`config.mk`:
```
export PLATFORM = sky130hd
export DESIGN_NAME = seq_restoring_divider
export DESIGN_NICKNAME = d
export VERILOG_FILES = /design/src/rtl/arith_pkg.sv /design/src/rtl/div_step.sv /design/src/rtl/seq_restoring_divider.sv
export SDC_FILE = /design/constraint.sdc
export NUM_CORES = 1
export LEC_CHECK = 0
export ABC_AREA = 1
export CORE_UTILIZATION = 57
export CTS_CLUSTER_SIZE = 28
export DETAILED_ROUTE_END_ITERATION = 8
export PLACE_DENSITY = 0.87
export SLEW_MARGIN = 20
export SYNTH_ARGS = -nofsm -noshare
export SYNTH_HDL_FRONTEND = slang
export SYNTH_SLANG_ARGS = --single-unit
```
`constraint.sdc`:
```
create_clock -name clk -period 4.09 [get_ports clk]
set_input_delay 0.6135 -clock clk [delete_from_list [all_inputs] [get_ports clk]]
set_output_delay 0.6135 -clock clk [all_outputs]
set_load 0.02 [all_outputs]
```
`src/rtl/arith_pkg.sv`:
```
// Shared definitions for the multi-cycle arithmetic operators: FSM state
// encodings and the default datapath width.
package arith_pkg;

    // Default operand/result width of the arithmetic datapath.
    localparam int ARITH_WIDTH = 4;

    // Common three-state handshake FSM used by the iterative operators.
    typedef enum logic [1:0] {
        ST_IDLE = 2'd0,
        ST_RUN  = 2'd1,
        ST_DONE = 2'd2
    } state_t;

endpackage : arith_pkg

```
`src/rtl/div_step.sv`:
```
// One restoring-division iteration: shift {r,q} left by one, trial-subtract
// the divisor from the shifted remainder, keep the difference if it did not
// borrow, otherwise restore the shifted remainder.
module div_step #(
    parameter int WIDTH = 4
) (
    input  logic [WIDTH-1:0] r,
    input  logic [WIDTH-1:0] q,
    input  logic [WIDTH-1:0] d,
    output logic [WIDTH-1:0] r_next,
    output logic [WIDTH-1:0] q_next
);

    // The remainder entering step k is below 2**(k-1), so its MSB is always
    // zero here; {r, q[MSB]} is therefore the zero-extended shifted remainder.
    logic [WIDTH:0] r_shift;
    logic [WIDTH:0] trial;

    assign r_shift = {r, q[WIDTH-1]};
    assign trial   = r_shift - {1'b0, d};

    // Select between the trial difference and the restored remainder.
    always_comb begin
        if (!trial[WIDTH]) begin
            r_next = trial[WIDTH-1:0];
            q_next = {q[WIDTH-2:0], 1'b1};
        end else begin
            r_next = r_shift[WIDTH-1:0];
            q_next = {q[WIDTH-2:0], 1'b0};
        end
    end

endmodule : div_step

```
`src/rtl/seq_restoring_divider.sv`:
```
// Iterative unsigned restoring divider behind a start/busy/done handshake.
// One quotient bit per cycle; results are held until the next completion.
module seq_restoring_divider
    import arith_pkg::*;
#(
    parameter int WIDTH = ARITH_WIDTH
) (
    input  logic             clk,
    input  logic             rst,
    input  logic             start,
    input  logic [WIDTH-1:0] dividend,
    input  logic [WIDTH-1:0] divisor,
    output logic             busy,
    output logic             done,
    output logic [WIDTH-1:0] quotient,
    output logic [WIDTH-1:0] remainder,
    output logic             div_by_zero
);

    localparam int CNT_W = $clog2(WIDTH) + 1;
    localparam logic [CNT_W-1:0] LAST_STEP = CNT_W'(WIDTH - 1);

    state_t           state;
    state_t           next_state;
    logic             accept;
    logic             last_step;

    logic [WIDTH-1:0] r_reg;
    logic [WIDTH-1:0] q_reg;
    logic [WIDTH-1:0] d_reg;
    logic [CNT_W-1:0] count;
    logic [WIDTH-1:0] r_next;
    logic [WIDTH-1:0] q_next;

    div_step #(.WIDTH(WIDTH)) u_step (
        .r      (r_reg),
        .q      (q_reg),
        .d      (d_reg),
        .r_next (r_next),
        .q_next (q_next)
    );

    // State register; reset abandons any operation in flight.
    always_ff @(posedge clk or posedge rst) begin
        // NOTE: sequential state uses non-blocking assignments so every register
        // samples pre-edge values, independent of statement order.
        if (rst) state <= ST_IDLE;
        else     state <= next_state;
    end

    // Next-state and handshake decode.
    always_comb begin
        // NOTE: every output of this block gets a default first, so no path
        // leaves a signal unassigned and no latch is inferred.
        next_state = state;
        busy       = 1'b0;
        done       = 1'b0;
        accept     = 1'b0;
        last_step  = 1'b0;
        unique case (state)
            ST_IDLE: begin
                if (start) begin
                    accept     = 1'b1;
                    next_state = (divisor == '0) ? ST_DONE : ST_RUN;
                end
            end
            ST_RUN: begin
                busy      = 1'b1;
                last_step = (count == LAST_STEP);
                if (last_step) next_state = ST_DONE;
            end
            ST_DONE: begin
                done = 1'b1;
                if (start) begin
                    accept     = 1'b1;
                    next_state = (divisor == '0) ? ST_DONE : ST_RUN;
                end else begin
                    next_state = ST_IDLE;
                end
            end
            default: next_state = ST_IDLE;
        endcase
    end

    // Working registers, iteration counter and held result registers.
    always_ff @(posedge clk or posedge rst) begin
        if (rst) begin
            // NOTE: the working registers are cleared on reset too, so an
            // abandoned operation leaves nothing stale behind.
            r_reg       <= '0;
            q_reg       <= '0;
            d_reg       <= '0;
            count       <= '0;
            quotient    <= '0;
            remainder   <= '0;
            div_by_zero <= 1'b0;
        end else if (accept) begin
            r_reg <= '0;
            q_reg <= dividend;
            d_reg <= divisor;
            count <= '0;
            // A zero divisor completes immediately with the defined result.
            if (divisor == '0) begin
                quotient    <= '1;
                remainder   <= dividend;
                div_by_zero <= 1'b1;
            end
        end else if (state == ST_RUN) begin
            r_reg <= r_next;
            q_reg <= q_next;
            count <= count + 1'b1;
            if (last_step) begin
                quotient    <= q_next;
                remainder   <= r_next;
                div_by_zero <= 1'b0;
            end
        end
    end

endmodule : seq_restoring_divider

```
==> impl_metrics.prom, run 1 <==
# TYPE chip_impl_metric gauge
chip_impl_info{name="run_status",value="completed"} 1
chip_impl_metric{name="pin_count",unit=""} 22
chip_impl_info{name="hp-class",value="flop to flop"} 1
chip_impl_metric{name="cts.sinks",unit=""} 26
chip_impl_metric{name="syn-num-nets",unit=""} 184
chip_impl_metric{name="m1WireLength",unit="um"} 1220
chip_impl_metric{name="crit_path_max_fanout",unit=""} 6
chip_impl_metric{name="ctsLongestPathBuffers",unit=""} 2
chip_impl_metric{name="width_of_the_chip",unit="um"} 51.9
chip_impl_metric{name="max-slew-margin-rel",unit="%"} 37.1
chip_impl_info{name="crit_start",value="state[0]"} 1
chip_impl_metric{name="synthesis.area",unit="um^2"} 1420
chip_impl_info{name="top_signal_layer_used",value="met4"} 1
chip_impl_metric{name="track_usage",unit="%"} 24.5
chip_impl_metric{name="nNetsFinal",unit=""} 209
chip_impl_metric{name="worst-r2r-setup-slack",unit="ps"} 2150
chip_impl_metric{name="powerDensity",unit="nW/um^2"} 867
chip_impl_info{name="cts_tree",value="done"} 1
chip_impl_metric{name="synth_seq_area_share",unit="%"} 45.9
chip_impl_metric{name="yosysWarnings",unit=""} 0
chip_impl_info{name="reg2reg_from",value="q_reg[3]"} 1
chip_impl_metric{name="port_buffers",unit=""} 21
chip_impl_metric{name="yosys_register_bits",unit=""} 26
chip_impl_metric{name="syn-mean-instance-area",unit="um^2"} 8.53
chip_impl_metric{name="diodes",unit=""} 0
chip_impl_metric{name="drt_iter0_drc",unit=""} 26
chip_impl_metric{name="area.growth.synth_to_final",unit="%"} 18.1
chip_impl_metric{name="place_congestion",unit=""} 0.779
chip_impl_metric{name="die_area",unit="um^2"} 2690
chip_impl_info{name="final_common_cell",value="nand2_1"} 1
chip_impl_metric{name="fmaxAchievable",unit="MHz"} 447
chip_impl_info{name="layout.cells.most_common_list",value="31 x nand2_1, 30 x inv_1, 26 x dfrtp_1"} 1
chip_impl_metric{name="detailedPlace.worstSlack",unit="ps"} 2050
chip_impl_metric{name="final-instance-count-excl-fill",unit=""} 217
chip_impl_metric{name="routed_wl",unit="um"} 2820
chip_impl_metric{name="totalNegativeSetupSlack",unit="ps"} 0
chip_impl_info{name="critPathKind",value="flop to primary output"} 1
chip_impl_metric{name="die_h",unit="um"} 51.9
chip_impl_metric{name="fillCellCount",unit=""} 177
chip_impl_metric{name="syn_inst",unit=""} 166
chip_impl_metric{name="timing.hold.ws",unit="ps"} 482
chip_impl_metric{name="timing.critical_path.arrival",unit="ps"} 1630
chip_impl_metric{name="hold_viol",unit=""} 0
chip_impl_metric{name="clk_latency",unit="ps"} 300
chip_impl_metric{name="initial_antenna_violation_count",unit=""} 0
chip_impl_metric{name="initial_utilization",unit="%"} 62.2
chip_impl_metric{name="cts-hold-fix-buffers",unit=""} 0
chip_impl_info{name="endpoint",value="busy"} 1
chip_impl_metric{name="min_period",unit="ps"} 2240
chip_impl_metric{name="placeableCoreArea",unit="um^2"} 2280
chip_impl_metric{name="timing.clock.skew",unit="ps"} 2.68
chip_impl_metric{name="grt_start_max_net_pins",unit=""} 27
chip_impl_metric{name="worstRegToRegCells",unit=""} 12
chip_impl_metric{name="floorplan.rows",unit=""} 17
chip_impl_metric{name="synth_cell_types",unit=""} 24
chip_impl_metric{name="worst-endpoint-required",unit="ps"} 3480
chip_impl_metric{name="detail_route.first_pass.iterations",unit=""} 4
chip_impl_metric{name="num_vias",unit=""} 1139
chip_impl_metric{name="cts-buffers-inserted",unit=""} 3
chip_impl_metric{name="maxCapViolations",unit=""} 0
chip_impl_info{name="reg2reg_to",value="remainder[1]"} 1
chip_impl_metric{name="power",unit="uW"} 1450
chip_impl_metric{name="post_drt_wl_per_cell",unit="um"} 13.0
chip_impl_metric{name="drive_gt1_share",unit="%"} 6.88
chip_impl_info{name="cp-start-kind",value="flop"} 1
chip_impl_metric{name="min_period_over_period",unit="%"} 54.7
chip_impl_metric{name="global_route_overflow",unit=""} 0
chip_impl_metric{name="leakage",unit="uW"} 0.000864
chip_impl_metric{name="slew_of_the_pin_with_the_lowest_slew_margin",unit="ps"} 943
chip_impl_metric{name="drtAntennaViolNets",unit=""} 0
chip_impl_metric{name="met2RoutedLength",unit="um"} 1490
chip_impl_info{name="cp-end-kind",value="primary output"} 1
chip_impl_metric{name="number_of_endpoints_failing_setup_at_the_final_stage",unit=""} 0
chip_impl_metric{name="viasPerCell",unit=""} 5.25
chip_impl_metric{name="vdd.ir_drop.worst",unit="mV"} 0.573
chip_impl_metric{name="drc",unit=""} 0
chip_impl_metric{name="drv_slew",unit=""} 0
chip_impl_metric{name="wire_length_of_the_first_global_routing_pass",unit="um"} 4820
chip_impl_metric{name="htree_num_levels",unit=""} 1
chip_impl_metric{name="setup_slack",unit="ps"} 1850
chip_impl_metric{name="wl_met3",unit="um"} 91
chip_impl_metric{name="dpl.cell_count",unit=""} 214
chip_impl_info{name="root_buffer",value="clkbuf_4"} 1
chip_impl_metric{name="first_global_vias",unit=""} 1108
chip_impl_metric{name="post-dp-hpwl",unit="um"} 2250
chip_impl_metric{name="postCtsSetupRepairBufs",unit=""} 0
chip_impl_info{name="rsz_0062_raised_after_global_routing",value="no"} 1
chip_impl_metric{name="cts.clk_slew.worst_paths",unit="ps"} 120
chip_impl_metric{name="post_cts_resize_count",unit=""} 0
-- metrics by stage --
stage | cell area (um^2) | util (%)
2_1_floorplan | 1420 | -
5_1_grt | 1670 | 73.5
6_report | 1670 | 73.5
3_3_place_gp | 1650 | 72.5
4_1_cts | 1670 | 73.5
3_5_place_dp | 1650 | 72.5
-- worst max-delay path: stages, from the launching register on --
cell and delay, ps:
dfrtp_1 500, nand2_4 120, inv_6 100, clkdlybuf4s50_1 600
-- how the worst min path moves through the flow --
stage,to,cells past startpoint,startpoint
final,count[0],1,count[0]
after global routing,count[0],1,count[0]
after CTS,count[0],1,count[0]
after detailed placement,count[0],1,count[0]
after global placement,count[0],1,count[0]
after floorplan,count[0],1,count[0]
-- cells in the mapped netlist, drive strengths merged --
cell | count | area, um^2
o21ai | 6 | 30.0
buf | 1 | 11.3
ha | 6 | 75.1
or2 | 3 | 18.8
a21oi | 10 | 50.1
o221ai | 2 | 17.5
xor2 | 1 | 8.76
nand4 | 1 | 21.3
inv | 33 | 131
fa | 1 | 20.0
a221o | 2 | 20.0
nand3 | 20 | 100
nor2 | 14 | 60.1
nand2 | 36 | 173
a22o | 1 | 8.76
dfrtp | 26 | 651
o22ai | 2 | 12.5
a21boi | 1 | 7.51
-- report_power, final --
part / total [uW] / switching [uW] / internal, uW
Sequential: 459 / 77.3 / 382
Clock: 98.8 / 64.4 / 34.4
Combinational: 892 / 534 / 358
-- logic make-up after synthesis --
kind of cell / count (synthesis) / share of synthesized area (%)
compound gates: 24 / 10.3
xor+xnor: 1 / 0.618
fa+ha+maj: 7 / 6.71
buf+inv: 34 / 10.1
flops: 26 / 45.9
simple gates: 74 / 26.3
-- routing by layer --
layer | vias to the layer above | track usage (%)
met5 | - | 0
met4 | 0 | 9.01
met3 | 2 | 2.05
met2 | 17 | 44.7
met1 | 537 | 29.6
li1 | 583 | -
-- final cells by class --
class                   instances  area, um^2  area share, %
multi-input cells             106         623           37.2
repair buffers                 21         210           12.6
well taps                      28        35.0           2.09
inverters                      33         131           7.85
flip-flops and latches         26         651           38.9
clock buffers                   3        22.5           1.35
No activity file was read; power rests on OpenSTA's default activity.
==> inputs of run 2 (changes only) <==
--- a/config.mk
+++ b/config.mk
@@ -6,10 +6,10 @@
 export NUM_CORES = 1
 export LEC_CHECK = 0
 export ABC_AREA = 1
-export CORE_UTILIZATION = 57
+export CORE_UTILIZATION = 53
 export CTS_CLUSTER_SIZE = 28
 export DETAILED_ROUTE_END_ITERATION = 8
-export PLACE_DENSITY = 0.87
+export PLACE_DENSITY = 0.82
 export SLEW_MARGIN = 20
 export SYNTH_ARGS = -nofsm -noshare
 export SYNTH_HDL_FRONTEND = slang
==> constraint.sdc (replaced) <==
create_clock -name clk -period 2.3 [get_ports clk]
set_input_delay 0.345 -clock clk [delete_from_list [all_inputs] [get_ports clk]]
set_output_delay 0.345 -clock clk [all_outputs]
set_load 0.02 [all_outputs]
==> run 2 against run 1 <==
  * Global-route usage is 1.4 points lower
  * Clock power is 130% higher
  * Sequential share of layout area is 0.55 points lower
  * Largest power group unchanged
  * Via count is 3.5% higher
  * Sequential cell count stayed put
  * Final cell count is 1.8% higher
  * Clock skew is 8.1 ps higher
  * Register-to-register slack worse by 1800 ps
==> impl_metrics.prom, run 2 (synthesis gave the netlist of run 1 again) <==
# TYPE chip_impl_metric gauge
chip_impl_metric{name="detail_route.first_pass.iterations",unit=""} 7
chip_impl_metric{name="worst-endpoint-required",unit="ps"} 1960
chip_impl_metric{name="crit_path_max_incr_delay",unit="ps"} 600
chip_impl_metric{name="area.growth.synth_to_final",unit="%"} 19.8
chip_impl_metric{name="power.internal",unit="uW"} 1410
chip_impl_metric{name="diodes",unit=""} 0
chip_impl_metric{name="die_h",unit="um"} 53.7
chip_impl_info{name="layout.cells.most_common_list",value="31 x nand2_1, 30 x inv_1, 26 x dfrtp_1"} 1
chip_impl_metric{name="wire_length_of_the_first_global_routing_pass",unit="um"} 4720
chip_impl_metric{name="min_period",unit="ps"} 2000
chip_impl_metric{name="cts.sinks",unit=""} 26
chip_impl_metric{name="maxCapViolations",unit=""} 0
chip_impl_metric{name="hold_viol",unit=""} 0
chip_impl_metric{name="drive_gt1_share",unit="%"} 7.85
chip_impl_metric{name="placeableCoreArea",unit="um^2"} 2500
chip_impl_metric{name="share_comb_of_total_power",unit="%"} 59.9
chip_impl_metric{name="timing.clock.skew",unit="ps"} 10.8
chip_impl_metric{name="sw_frac_of_total",unit="%"} 46.6
chip_impl_info{name="top_signal_layer_used",value="met4"} 1
chip_impl_metric{name="nNetsFinal",unit=""} 210
chip_impl_info{name="critPathKind",value="flop to primary output"} 1
chip_impl_info{name="critical_path.top_delay_family",value="buffers and inverters"} 1
chip_impl_metric{name="drtAntennaViolNets",unit=""} 0
chip_impl_info{name="rsz_0062_raised_after_global_routing",value="no"} 1
chip_impl_metric{name="htree_num_levels",unit=""} 1
chip_impl_metric{name="first_global_vias",unit=""} 1075
chip_impl_info{name="final_common_cell",value="nand2_1"} 1
chip_impl_metric{name="seq_pwr_share",unit="%"} 31.3
chip_impl_info{name="run_status",value="completed"} 1
chip_impl_metric{name="ctsLongestPathBuffers",unit=""} 2
chip_impl_metric{name="slew_of_the_pin_with_the_lowest_slew_margin",unit="ps"} 327
chip_impl_info{name="timing.critical_path.cells",value="nand2_4, inv_6, clkdlybuf4s50_1"} 1
chip_impl_metric{name="max-slew-margin-rel",unit="%"} 78.2
chip_impl_metric{name="cts.clk_slew.worst_paths",unit="ps"} 150
chip_impl_metric{name="post_drt_wl_per_cell",unit="um"} 13.4
chip_impl_metric{name="width_of_the_chip",unit="um"} 53.7
chip_impl_info{name="hp-class",value="primary input to asynchronous set/reset pin"} 1
chip_impl_metric{name="drv_slew",unit=""} 0
chip_impl_metric{name="clock_power_share",unit="%"} 8.8
chip_impl_info{name="root_buffer",value="clkbuf_4"} 1
chip_impl_metric{name="m1WireLength",unit="um"} 1330
chip_impl_metric{name="post-dp-hpwl",unit="um"} 2270
chip_impl_metric{name="cts-buffers-inserted",unit=""} 3
chip_impl_metric{name="drt_iter0_drc",unit=""} 43
chip_impl_metric{name="initial_antenna_violation_count",unit=""} 0
chip_impl_metric{name="fmaxAchievable",unit="MHz"} 499
chip_impl_metric{name="crit_path_max_fanout",unit=""} 6
chip_impl_metric{name="clk_latency",unit="ps"} 320
chip_impl_metric{name="port_buffers",unit=""} 21
chip_impl_metric{name="track_usage",unit="%"} 23.0
chip_impl_metric{name="cts-hold-fix-buffers",unit=""} 0
chip_impl_info{name="cts_tree",value="done"} 1
chip_impl_info{name="cp-start-kind",value="flop"} 1
chip_impl_metric{name="global_route_overflow",unit=""} 0
chip_impl_metric{name="drc",unit=""} 0
chip_impl_metric{name="met2RoutedLength",unit="um"} 1520
chip_impl_metric{name="timing.critical_path.arrival",unit="ps"} 1660
chip_impl_metric{name="cp.buffers_inverters",unit=""} 2
chip_impl_metric{name="power_switching",unit="uW"} 1230
chip_impl_metric{name="post_cts_resize_count",unit=""} 0
chip_impl_metric{name="grt_start_max_net_pins",unit=""} 27
chip_impl_metric{name="power",unit="uW"} 2640
chip_impl_metric{name="viasPerCell",unit=""} 5.33
chip_impl_metric{name="place_congestion",unit=""} 0.867
chip_impl_metric{name="number_of_endpoints_failing_setup_at_the_final_stage",unit=""} 0
chip_impl_metric{name="initial_utilization",unit="%"} 56.7
chip_impl_metric{name="totalNegativeSetupSlack",unit="ps"} 0
chip_impl_metric{name="wl_met3",unit="um"} 88
chip_impl_metric{name="routed_wl",unit="um"} 2960
chip_impl_metric{name="fillCellCount",unit=""} 208
chip_impl_metric{name="die_area",unit="um^2"} 2880
chip_impl_metric{name="num_vias",unit=""} 1179
chip_impl_metric{name="pin_count",unit=""} 22
chip_impl_metric{name="vdd.ir_drop.worst",unit="mV"} 0.998
chip_impl_metric{name="leakage",unit="uW"} 0.000876
chip_impl_info{name="cp-end-kind",value="primary output"} 1
chip_impl_metric{name="postCtsSetupRepairBufs",unit=""} 0
chip_impl_info{name="cpMaxStageDelayCell",value="clkdlybuf4s50_1"} 1
chip_impl_metric{name="min_period_over_period",unit="%"} 87.1
chip_impl_metric{name="floorplan.rows",unit=""} 18
chip_impl_metric{name="powerDensity",unit="nW/um^2"} 1560
run 2: power groups by stage:
stage | Combinational, uW | Sequential, uW | Clock (uW)
finish | 1580 | 827 | 232
global route | 1750 | 851 | 249
CTS | 1580 | 824 | 236
detailed placement | 1570 | 836 | 0
global placement | 1510 | 823 | 0
floorplan | 1040 | 899 | 0
run 2: metal layers:
| metal | up-vias | track usage [%] |
|---|---|---|
| met5 | - | 0 |
| met4 | 0 | 5.26 |
| met3 | 2 | 3.39 |
| met2 | 32 | 39.9 |
| met1 | 560 | 30.2 |
| li1 | 585 | - |
run 2: final cells by class:
type / count / area [um^2] / share of cell area [%]
Sequential cell: 26 / 651 / 38.3
Multi-Input combinational cell: 106 / 623 / 36.7
Timing Repair Buffer: 22 / 218 / 12.8
Inverter: 33 / 131 / 7.74
Tap cell: 30 / 37.5 / 2.21
Clock buffer: 4 / 36.3 / 2.14
run 2: final timing paths:
check / startpoint / endpoint / slack [ps] / depth (start not counted)
setup / recovery: state[0] / busy / 300 / 3
hold / removal: rst / quotient[3] / 350 / 3
setup reg to reg: q_reg[3] / r_reg[0] / 370 / 12
hold reg to reg: count[0] / count[0] / 500 / 1
max in group asynchronous: rst / d_reg[0] / 1690 / 3
min in group clk: count[0] / count[0] / 500 / 1
run 2: worst register-to-register path, delay by kind of cell (launching register included):
family / cells / cell delay [ps]
flops: 1 / 390
buf+inv: 2 / 150
simple gates: 8 / 690
fa+ha+maj: 2 / 630
run 2: through the flow:
stage	utilization [%]	std cells	cell area, um^2	worst slack (ps)	hold slack (ps)
floorplan	-	166	1420	633	385
global placement	66.4	217	1660	522	459
detailed placement	66.4	217	1660	449	478
CTS	67.9	221	1700	281	365
global route	67.9	221	1700	212	409
finish	67.9	221	1700	297	352
